## src/rtl/stack_host_ctrl.sv

```systemverilog
// Host-side controller for a pin-level stack peripheral: turns push/pop commands into
// strobe / bus-drive / done-handshake sequences and returns one response per command.
module stack_host_ctrl #(
    parameter int unsigned DATA_W  = 8,
    parameter int unsigned DEPTH   = 16,
    parameter int unsigned TIMEOUT = 64
) (
    input  logic              i_clk,
    input  logic              i_rst,
    input  logic              i_cmd_valid,
    output logic              o_cmd_ready,
    input  logic              i_cmd_op,
    input  logic [DATA_W-1:0] i_cmd_data,
    output logic              o_rsp_valid,
    input  logic              i_rsp_ready,
    output logic [DATA_W-1:0] o_rsp_data,
    output logic [1:0]        o_rsp_err,
    output logic [4:0]        o_depth,
    output logic              o_stk_push,
    output logic              o_stk_pop,
    output logic [DATA_W-1:0] o_stk_data_out,
    output logic              o_stk_data_oe,
    input  logic [DATA_W-1:0] i_stk_data_in,
    input  logic              i_stk_done,
    input  logic              i_stk_empty,
    input  logic              i_stk_full
);

    // One extra count of headroom: a done edge in the last allowed cycle still advances.
    localparam int unsigned CntW = $clog2(TIMEOUT + 2);

    typedef enum logic [2:0] {
        StIdle,
        StIssue,
        StWaitLo,
        StWaitHi,
        StResp
    } state_e;

    state_e            r_state;
    logic              r_op;
    logic [CntW-1:0]   r_wait_cnt;
    logic [CntW-1:0]   w_cnt_next;
    logic              w_timeout;
    logic              w_depth_max;

    assign w_cnt_next  = r_wait_cnt + CntW'(1);
    assign w_timeout   = (w_cnt_next >= CntW'(TIMEOUT));
    assign w_depth_max = (o_depth >= 5'(DEPTH));

    always_ff @(posedge i_clk) begin
        if (i_rst) begin
            r_state        <= StIdle;
            r_op           <= 1'b0;
            r_wait_cnt     <= '0;
            o_cmd_ready    <= 1'b1;
            o_rsp_valid    <= 1'b0;
            o_rsp_data     <= '0;
            o_rsp_err      <= 2'b00;
            o_depth        <= 5'd0;
            o_stk_push     <= 1'b0;
            o_stk_pop      <= 1'b0;
            o_stk_data_out <= '0;
            o_stk_data_oe  <= 1'b0;
        end else begin
            unique case (r_state)
                StIdle: begin
                    if (i_cmd_valid) begin
                        r_op        <= i_cmd_op;
                        o_cmd_ready <= 1'b0;
                        if (i_cmd_op && i_stk_full) begin
                            r_state     <= StResp;
                            o_rsp_valid <= 1'b1;
                            o_rsp_data  <= '0;
                            o_rsp_err   <= 2'b01;
                        end else if (!i_cmd_op && i_stk_empty) begin
                            r_state     <= StResp;
                            o_rsp_valid <= 1'b1;
                            o_rsp_data  <= '0;
                            o_rsp_err   <= 2'b10;
                        end else begin
                            r_state       <= StIssue;
                            r_wait_cnt    <= '0;
                            o_stk_push    <= i_cmd_op;
                            o_stk_pop     <= !i_cmd_op;
                            o_stk_data_oe <= i_cmd_op;
                            if (i_cmd_op) begin
                                o_stk_data_out <= i_cmd_data;
                            end
                        end
                    end
                end
                StIssue: begin
                    o_stk_push <= 1'b0;
                    o_stk_pop  <= 1'b0;
                    r_state    <= StWaitLo;
                end
                StWaitLo: begin
                    r_wait_cnt <= w_cnt_next;
                    if (!i_stk_done) begin
                        r_state <= StWaitHi;
                    end else if (w_timeout) begin
                        r_state       <= StResp;
                        o_rsp_valid   <= 1'b1;
                        o_rsp_data    <= '0;
                        o_rsp_err     <= 2'b11;
                        o_stk_data_oe <= 1'b0;
                    end
                end
                StWaitHi: begin
                    r_wait_cnt <= w_cnt_next;
                    if (i_stk_done) begin
                        r_state       <= StResp;
                        o_rsp_valid   <= 1'b1;
                        o_rsp_err     <= 2'b00;
                        o_stk_data_oe <= 1'b0;
                        if (r_op) begin
                            o_rsp_data <= '0;
                            if (!w_depth_max) begin
                                o_depth <= o_depth + 5'd1;
                            end
                        end else begin
                            o_rsp_data <= i_stk_data_in;
                            if (o_depth != 5'd0) begin
                                o_depth <= o_depth - 5'd1;
                            end
                        end
                    end else if (w_timeout) begin
                        r_state       <= StResp;
                        o_rsp_valid   <= 1'b1;
                        o_rsp_data    <= '0;
                        o_rsp_err     <= 2'b11;
                        o_stk_data_oe <= 1'b0;
                    end
                end
                StResp: begin
                    if (i_rsp_ready) begin
                        r_state     <= StIdle;
                        o_rsp_valid <= 1'b0;
                        o_cmd_ready <= 1'b1;
                    end
                end
                default: r_state <= StIdle;
            endcase
        end
    end

endmodule
```

## config.mk

```make
export PLATFORM = sky130hd
export DESIGN_NAME = stack_host_ctrl
export DESIGN_NICKNAME = d
export VERILOG_FILES = /design/src/rtl/stack_host_ctrl.sv
export SDC_FILE = /design/constraint.sdc
export NUM_CORES = 1
export LEC_CHECK = 0
export ABC_AREA = 1
export CELL_PAD_IN_SITES_DETAIL_PLACEMENT = 1
export CELL_PAD_IN_SITES_GLOBAL_PLACEMENT = 1
export CORE_ASPECT_RATIO = 1.1
export CORE_MARGIN = 4
export CORE_UTILIZATION = 34
export CTS_CLUSTER_SIZE = 24
export DETAILED_ROUTE_END_ITERATION = 8
export GPL_TIMING_DRIVEN = 0
export PLACE_DENSITY = 0.75
export SYNTH_ARGS = -nofsm -noshare
export SYNTH_HDL_FRONTEND = slang
export SYNTH_SLANG_ARGS = --single-unit
export TNS_END_PERCENT = 20
```

## constraint.sdc

```tcl
create_clock -name i_clk -period 1.89 [get_ports i_clk]
set_input_delay 0.189 -clock i_clk [delete_from_list [all_inputs] [get_ports i_clk]]
set_output_delay 0.189 -clock i_clk [all_outputs]
set_load 0.005 [all_outputs]
```

==> impl_metrics.csv, run 1 <==
group,metric,value,unit
global_route,grt_pass1_vias,2008,
critical_path,crit_path_max_fanout,5,
global_route,gr-total-overflow,0,
floorplan,die_area,7230,µm²
critical_path,critPathMostFrequentCell,"nand2_1",
synthesis,synthTopCellsByArea,"dfxtp_1 39%, nand2_1 12%, nor2_1 7.1%",
drt,route.detailed.drc,0,
finish,seqCellArea,781,µm²
drt,drtIter0Drc,79,
synthesis,synth_fp_nets,302,
power,ir_drop,0.488,mV
synthesis,synth_top_area_cell,"dfxtp_1",
clock_tree,postCtsSetupBuffers,0,
global_route,grt_pass1_wl,9.47,mm
synthesis,syn_area,2020,µm²
global_route,grt_max_degree,11,
critical_path,cp.required,2.04,ns
critical_path,critical_path_arrival,1.83,ns
power,p_leak,1.07,nW
synthesis,ys_warn_count,0,
floorplan,dieHeight,88.8,µm
finish,syn2layout_area_growth,33.7,%
finish,layout-drive-gt1-share,11.2,%
synthesis,yosysTopAreaCellShare,38.7,%
clock_tree,clkLatencyLatePin,0.29,ns
critical_path,crit_slowest_cell,"dfxtp_1",
floorplan,ioPinCount,52,
synthesis,ys_ff_latch,39,
sta,slew_headroom,58.5,%
synthesis,synthCells,273,
drt,vias_per_cell,4.74,
synthesis,ys_types,34,
placed_design,dp_hpwl,4.33,mm
critical_path,path_class,"register to register",
synthesis,avgSynthCellArea,7.39,µm²
sta,maxSlewViolCount,0,
drt,antenna_left,0,
clock_tree,cts_buffers,5,
hold_path,hold_class,"register to register",
finish,multi_input_area,1100,µm²
power,total_power,2.94,mW
finish,nFillCells,746,
clock_tree,postCtsResizedCells,0,
run_status,run_status,"finished, final reports clean",
clock_tree,clkSlewWorstSetupHoldPaths,0.07,ns
clock_tree,root_buffer,"clkbuf_8",
clock_tree,cts.path.max_buffers,2,
placed_design,portBuffers,51,
critical_path,critPathLaunchType,"register",
drt,dr_total_vias,1931,
floorplan,rows,29,
sta,finalSetupViolCount,0,
sta,clock-skew-final,0.00714,ns
drt,dr.pass1.iters,4,
finish,nNetsFinal,360,
sta,fmax,595,MHz
placed_design,gp_congestion,0.795,
finish,diodes,0,
sta,worst_pin_slew,0.623,ns
floorplan,fp.coreArea,5770,µm²
sta,post-route-period-util,89.0,%
clock_tree,h-tree-depth,2,
drt,routedWlPerCell,13.6,µm
global_route,antenna_found_initial,0,
power,power_density,1090,nW/µm²
critical_path,crit_family,"flip-flops",
flow_run,maxCapViolCount,0,
drt,wirelength,5.52,mm
sta,tns,0,ns
sta,timing.hold.ws,0.453,ns
critical_path,max_stage_delay,0.49,ns
critical_path,cp-end-kind,"register",
critical_path,crit_buf_inv,1,
clock_tree,holdBufCountCts,0,
clock_tree,tritoncts,"built",
global_route,grt.total_usage,17.1,%
synthesis,seq_area_frac_synth,38.7,%
floorplan,initial_core_util,35.0,%
sta,period_minus_slack,1.68,ns
critical_path,crit_chain,"inv_1 -> fa_1 -> nand3_1 -> nand2_1 -> xor2_1 -> nand2_1 -> a21oi_1",
clock_tree,clock-sinks,39,
sta,hold_viol,0,
floorplan,die_w,81.4,µm
sta,rsz0062_at_grt,"false",
metrics by stage:
step                instances  area (µm²)  utilization (%)  worst slack, ns
floorplan                 273        2020                -            0.419
global placement          401        2620             45.5            0.224
detailed placement        401        2620             45.5            0.215
CTS                       407        2700             46.7            0.203
global route              407        2700             46.7           0.0643
finish                    407        2700             46.7            0.209
sequential cells by signal (all words and copies together), names as in the netlist:
signal,cells
r_wait_cnt,7
o_stk_push,1
o_rsp_valid,1
r_op,1
o_rsp_err,2
o_rsp_data,8
o_stk_pop,1
o_stk_data_oe,1
r_state,3
o_stk_data_out,8
o_cmd_ready,1
o_depth,5
synth_stat cells (all sizes together):
| cell | count |
|---|---|
| nand4 | 1 |
| clkbuf | 3 |
| o21bai | 1 |
| nand2 | 69 |
| nor3 | 2 |
| ha | 4 |
| o211ai | 1 |
| clkinv | 2 |
| o22ai | 1 |
| nand3b | 1 |
| fa | 1 |
| dfxtp | 39 |
| a21oi | 32 |
| nor2 | 44 |
| inv | 25 |
| o21ai | 20 |
| buf | 2 |
| nand3 | 16 |
| xnor2 | 2 |
| or2 | 1 |
| xor2 | 6 |
metal layers:
layer / vias to the layer above / track usage (%) / routed length (µm)
li1: 988 / - / -
met1: 904 / 20.8 / 2500
met2: 30 / 28.8 / 2710
met3: 9 / 4.38 / 218
met4: 0 / 6.45 / 95
met5: - / 0 / 0
worst reg2reg max path: cells and delay by family, from the launching register on:
family / cells / cell delay [ns]
XOR/XNOR: 1 / 0.14
adder cells (fa/ha/maj): 1 / 0.43
flip-flops: 1 / 0.49
AND/OR/NAND/NOR: 3 / 0.23
buffers and inverters: 1 / 0.18
AO/OA/AOI/OAI: 1 / 0.06
final cells by class:
cell class | count | share of cell area [%]
Clock buffer | 6 | 2.69
Sequential cell | 39 | 29.0
Buffer | 5 | 1.11
Tap cell | 77 | 3.57
Inverter | 27 | 3.94
Timing Repair Buffer | 51 | 18.9
Multi-Input combinational cell | 202 | 40.8
power breakdown:
| group | switching, mW | leakage (nW) | internal, mW |
|---|---|---|---|
| clock | 0.276 | 0.0371 | 0.246 |
| combinational | 0.827 | 0.712 | 0.552 |
| sequential | 0.0988 | 0.317 | 0.943 |
layout by cell type (no fill, tap or decap), types with 2 or more instances in the layout:
cell type / count
o21ai_0: 17
clkbuf_8: 5
nor2_1: 38
nand3_2: 2
xor2_1: 6
xnor2_1: 2
a21oi_1: 28
clkdlybuf4s50_1: 51
nor2_8: 2
nor3_1: 2
dfxtp_1: 39
a21oi_2: 3
clkbuf_1: 4
ha_1: 4
o21ai_1: 3
clkinv_2: 2
inv_2: 5
nand2_4: 2
nand2_2: 4
nor2_4: 3
nand3_4: 2
nand2_1: 63
inv_1: 19
nand3_1: 12
worst paths after layout:
kind	cells past startpoint	slack (ns)	startpoint	to
min	2	0.45	o_stk_pop$_SDFFE_PP0P_	o_stk_pop$_SDFFE_PP0P_
min reg2reg	2	0.45	o_stk_pop$_SDFFE_PP0P_	o_stk_pop$_SDFFE_PP0P_
max	7	0.21	r_op$_SDFFE_PP0P_	o_depth[4]$_SDFFE_PP0P_
max reg2reg	7	0.21	r_op$_SDFFE_PP0P_	o_depth[4]$_SDFFE_PP0P_
cell families (layout without fill, tap and decap cells):
kind of cell	after synthesis	count (layout)	synth area share [%]
XOR/XNOR	8	8	3.47
adder cells (fa/ha/maj)	5	5	3.47
AND/OR/NAND/NOR	134	134	32.3
flip-flops	39	39	38.7
buffers and inverters	32	89	6.76
AO/OA/AOI/OAI	55	55	15.3
(Power assumes the default switching activity.)
==> run 2, diff against run 1 <==
--- a/config.mk
+++ b/config.mk
@@ -14,8 +14,9 @@
 export CTS_CLUSTER_SIZE = 24
 export DETAILED_ROUTE_END_ITERATION = 8
 export GPL_TIMING_DRIVEN = 0
+export HOLD_SLACK_MARGIN = 0.03
 export PLACE_DENSITY = 0.75
 export SYNTH_ARGS = -nofsm -noshare
 export SYNTH_HDL_FRONTEND = slang
 export SYNTH_SLANG_ARGS = --single-unit
-export TNS_END_PERCENT = 20
+export TNS_END_PERCENT = 5
==> results of run 2 <==
Final layout, timing and power as in run 1 (identical DEF).
==> run 3, diff against run 2 <==
--- a/config.mk
+++ b/config.mk
@@ -11,9 +11,9 @@
 export CORE_ASPECT_RATIO = 1.1
 export CORE_MARGIN = 4
 export CORE_UTILIZATION = 34
+export CTS_CLUSTER_DIAMETER = 120
 export CTS_CLUSTER_SIZE = 24
 export DETAILED_ROUTE_END_ITERATION = 8
-export GPL_TIMING_DRIVEN = 0
 export HOLD_SLACK_MARGIN = 0.03
 export PLACE_DENSITY = 0.75
 export SYNTH_ARGS = -nofsm -noshare
==> impl_metrics.csv, run 3 (synthesis gave the netlist of run 1 again) <==
group,metric,value,unit
critical_path,cp-end-kind,"register",
critical_path,critPathMostFrequentCell,"nand2_1",
critical_path,cp.required,2.11,ns
clock_tree,clock-sinks,39,
placed_design,dp_hpwl,4.33,mm
finish,final_cell_mix,"63 x nand2_1, 51 x clkdlybuf4s50_1, 39 x dfxtp_1, 38 x nor2_1, 28 x a21oi_1",
sta,hold_viol,0,
run_status,run_status,"finished, final reports clean",
placed_design,portBuffers,51,
drt,routedWlPerCell,13.5,µm
clock_tree,tritoncts,"built",
global_route,grt_pass1_vias,2017,
global_route,gr-total-overflow,0,
finish,diodes,0,
sta,post-route-period-util,85.3,%
critical_path,crit_slowest_cell,"dfxtp_1",
finish,nNetsFinal,358,
critical_path,crit_chain,"inv_1 -> fa_1 -> nand3_1 -> nand2_1 -> xor2_1 -> nand2_1 -> a21oi_1",
sta,tns,0,ns
flow_run,maxCapViolCount,0,
drt,antenna_left,0,
critical_path,r2r_start,"r_op$_SDFFE_PP0P_",
floorplan,die_w,81.4,µm
sta,worst_pin_slew,0.498,ns
hold_path,holdPathEnd,"o_rsp_data[2]$_SDFFE_PP0P_",
hold_path,whs_path_depth,3,
sta,clock-skew-final,0.00453,ns
power,p_leak,1.07,nW
floorplan,rows,29,
global_route,grt_max_degree,22,
sta,period_minus_slack,1.61,ns
sta,slew_headroom,66.8,%
clock_tree,clkLatencyLatePin,0.29,ns
sta,setup_slack,0.278,ns
power,power_density,1100,nW/µm²
finish,largestRegisters,"o_rsp_data (8), o_stk_data_out (8), r_wait_cnt (7)",
hold_path,hold_class,"input port to register",
critical_path,max_stage_delay,0.45,ns
critical_path,rr_endpoint,"o_depth[4]$_SDFFE_PP0P_",
critical_path,critPathLaunchType,"register",
critical_path,critical_path_arrival,1.83,ns
critical_path,critPathLaunch,"r_op$_SDFFE_PP0P_",
floorplan,initial_core_util,35.0,%
clock_tree,postCtsSetupBuffers,0,
sta,rsz0062_at_grt,"false",
drt,drtIter0Drc,41,
drt,vias_per_cell,4.74,
critical_path,crit_path_max_fanout,5,
finish,post-route-util,46.8,%
floorplan,dieHeight,88.8,µm
global_route,grt_pass1_wl,9.30,mm
global_route,antenna_found_initial,0,
hold_path,hold_path_startpoint,"i_stk_data_in[2]",
sta,timing.hold.ws,0.460,ns
clock_tree,h-tree-depth,2,
placed_design,gp_congestion,0.811,
critical_path,ff2ff_path_depth,7,
finish,syn2layout_area_growth,33.7,%
finish,nFillCells,735,
placed_design,pre_cts_ws,0.204,ns
global_route,grt.total_usage,16.6,%
clock_tree,clkSlewWorstSetupHoldPaths,0.08,ns
drt,wirelength,5.51,mm
clock_tree,cts.path.max_buffers,2,
clock_tree,root_buffer,"clkbuf_8",
critical_path,r2r_setup_slack,0.28,ns
clock_tree,holdBufCountCts,0,
drt,route.detailed.drc,0,
floorplan,die_area,7230,µm²
floorplan,fp.coreArea,5770,µm²
finish,layout-drive-gt1-share,11.8,%
sta,fmax,621,MHz
sta,finalSetupViolCount,0,
floorplan,ioPinCount,52,
drt,dr_total_vias,1931,
power,ir_drop,0.547,mV
finish,layout_commonest_cell,"nand2_1",
critical_path,path_class,"register to register",
drt,dr.pass1.iters,4,
clock_tree,postCtsResizedCells,0,
sta,maxSlewViolCount,0,
clock_tree,cts_buffers,5,
[run 3: changes by cell type in the layout (fill, tap and decap cells not counted), sizes merged]
cell	change
buf	+1
clkinv	+1
clkbuf	-2
[run 3: layout make-up]
type / count / area (µm²) / area share (%)
multi-input cells: 202 / 1100 / 40.8
well taps: 77 / 96.3 / 3.57
clock buffers: 7 / 76.3 / 2.83
repair buffers: 54 / 533 / 19.8
flip-flops and latches: 39 / 781 / 28.9
clock inverters: 1 / 5.00 / 0.186
inverters: 27 / 106 / 3.94
[run 3: report_power, final]
group	total [mW]	switching, mW	internal [mW]
clock network	0.547	0.287	0.259
registers	1.06	0.118	0.943
logic	1.35	0.813	0.539
[run 3: layer usage]
layer  part of all wire (%)  GRT usage [%]  vias up
met1                     44           19.9      911
met3                    3.8           4.07        6
met2                     51           29.2       26
met4                    1.1           4.61        0
li1                       -              -      988
met5                      0              0        -
[run 3: critical path, delay by kind of cell (launching register included)]
kind / cells / cell delay, ns
compound gates: 1 / 0.13
xor+xnor: 1 / 0.13
fa+ha+maj: 1 / 0.43
buf+inv: 1 / 0.17
flops: 1 / 0.45
simple gates: 3 / 0.23
[run 3: worst max-delay path by stage]
stage | slack [ns] | cells past startpoint | to
finish | 0.28 | 7 | o_depth[4]$_SDFFE_PP0P_
global route | 0.11 | 9 | o_rsp_valid$_SDFFE_PP0P_
CTS | 0.27 | 7 | o_depth[4]$_SDFFE_PP0P_
detailed placement | 0.20 | 9 | o_rsp_data[2]$_SDFFE_PP0P_
global placement | 0.26 | 10 | o_rsp_valid$_SDFFE_PP0P_
floorplan | 0.42 | 7 | o_depth[4]$_SDFFE_PP0P_
[run 3: stage by stage]
step	power, mW	cell area [µm²]	instances
after floorplan	1.99	2020	273
after global placement	2.41	2620	399
after detailed placement	2.44	2620	399
after CTS	3.00	2700	407
after global routing	3.20	2700	407
final	2.96	2700	407
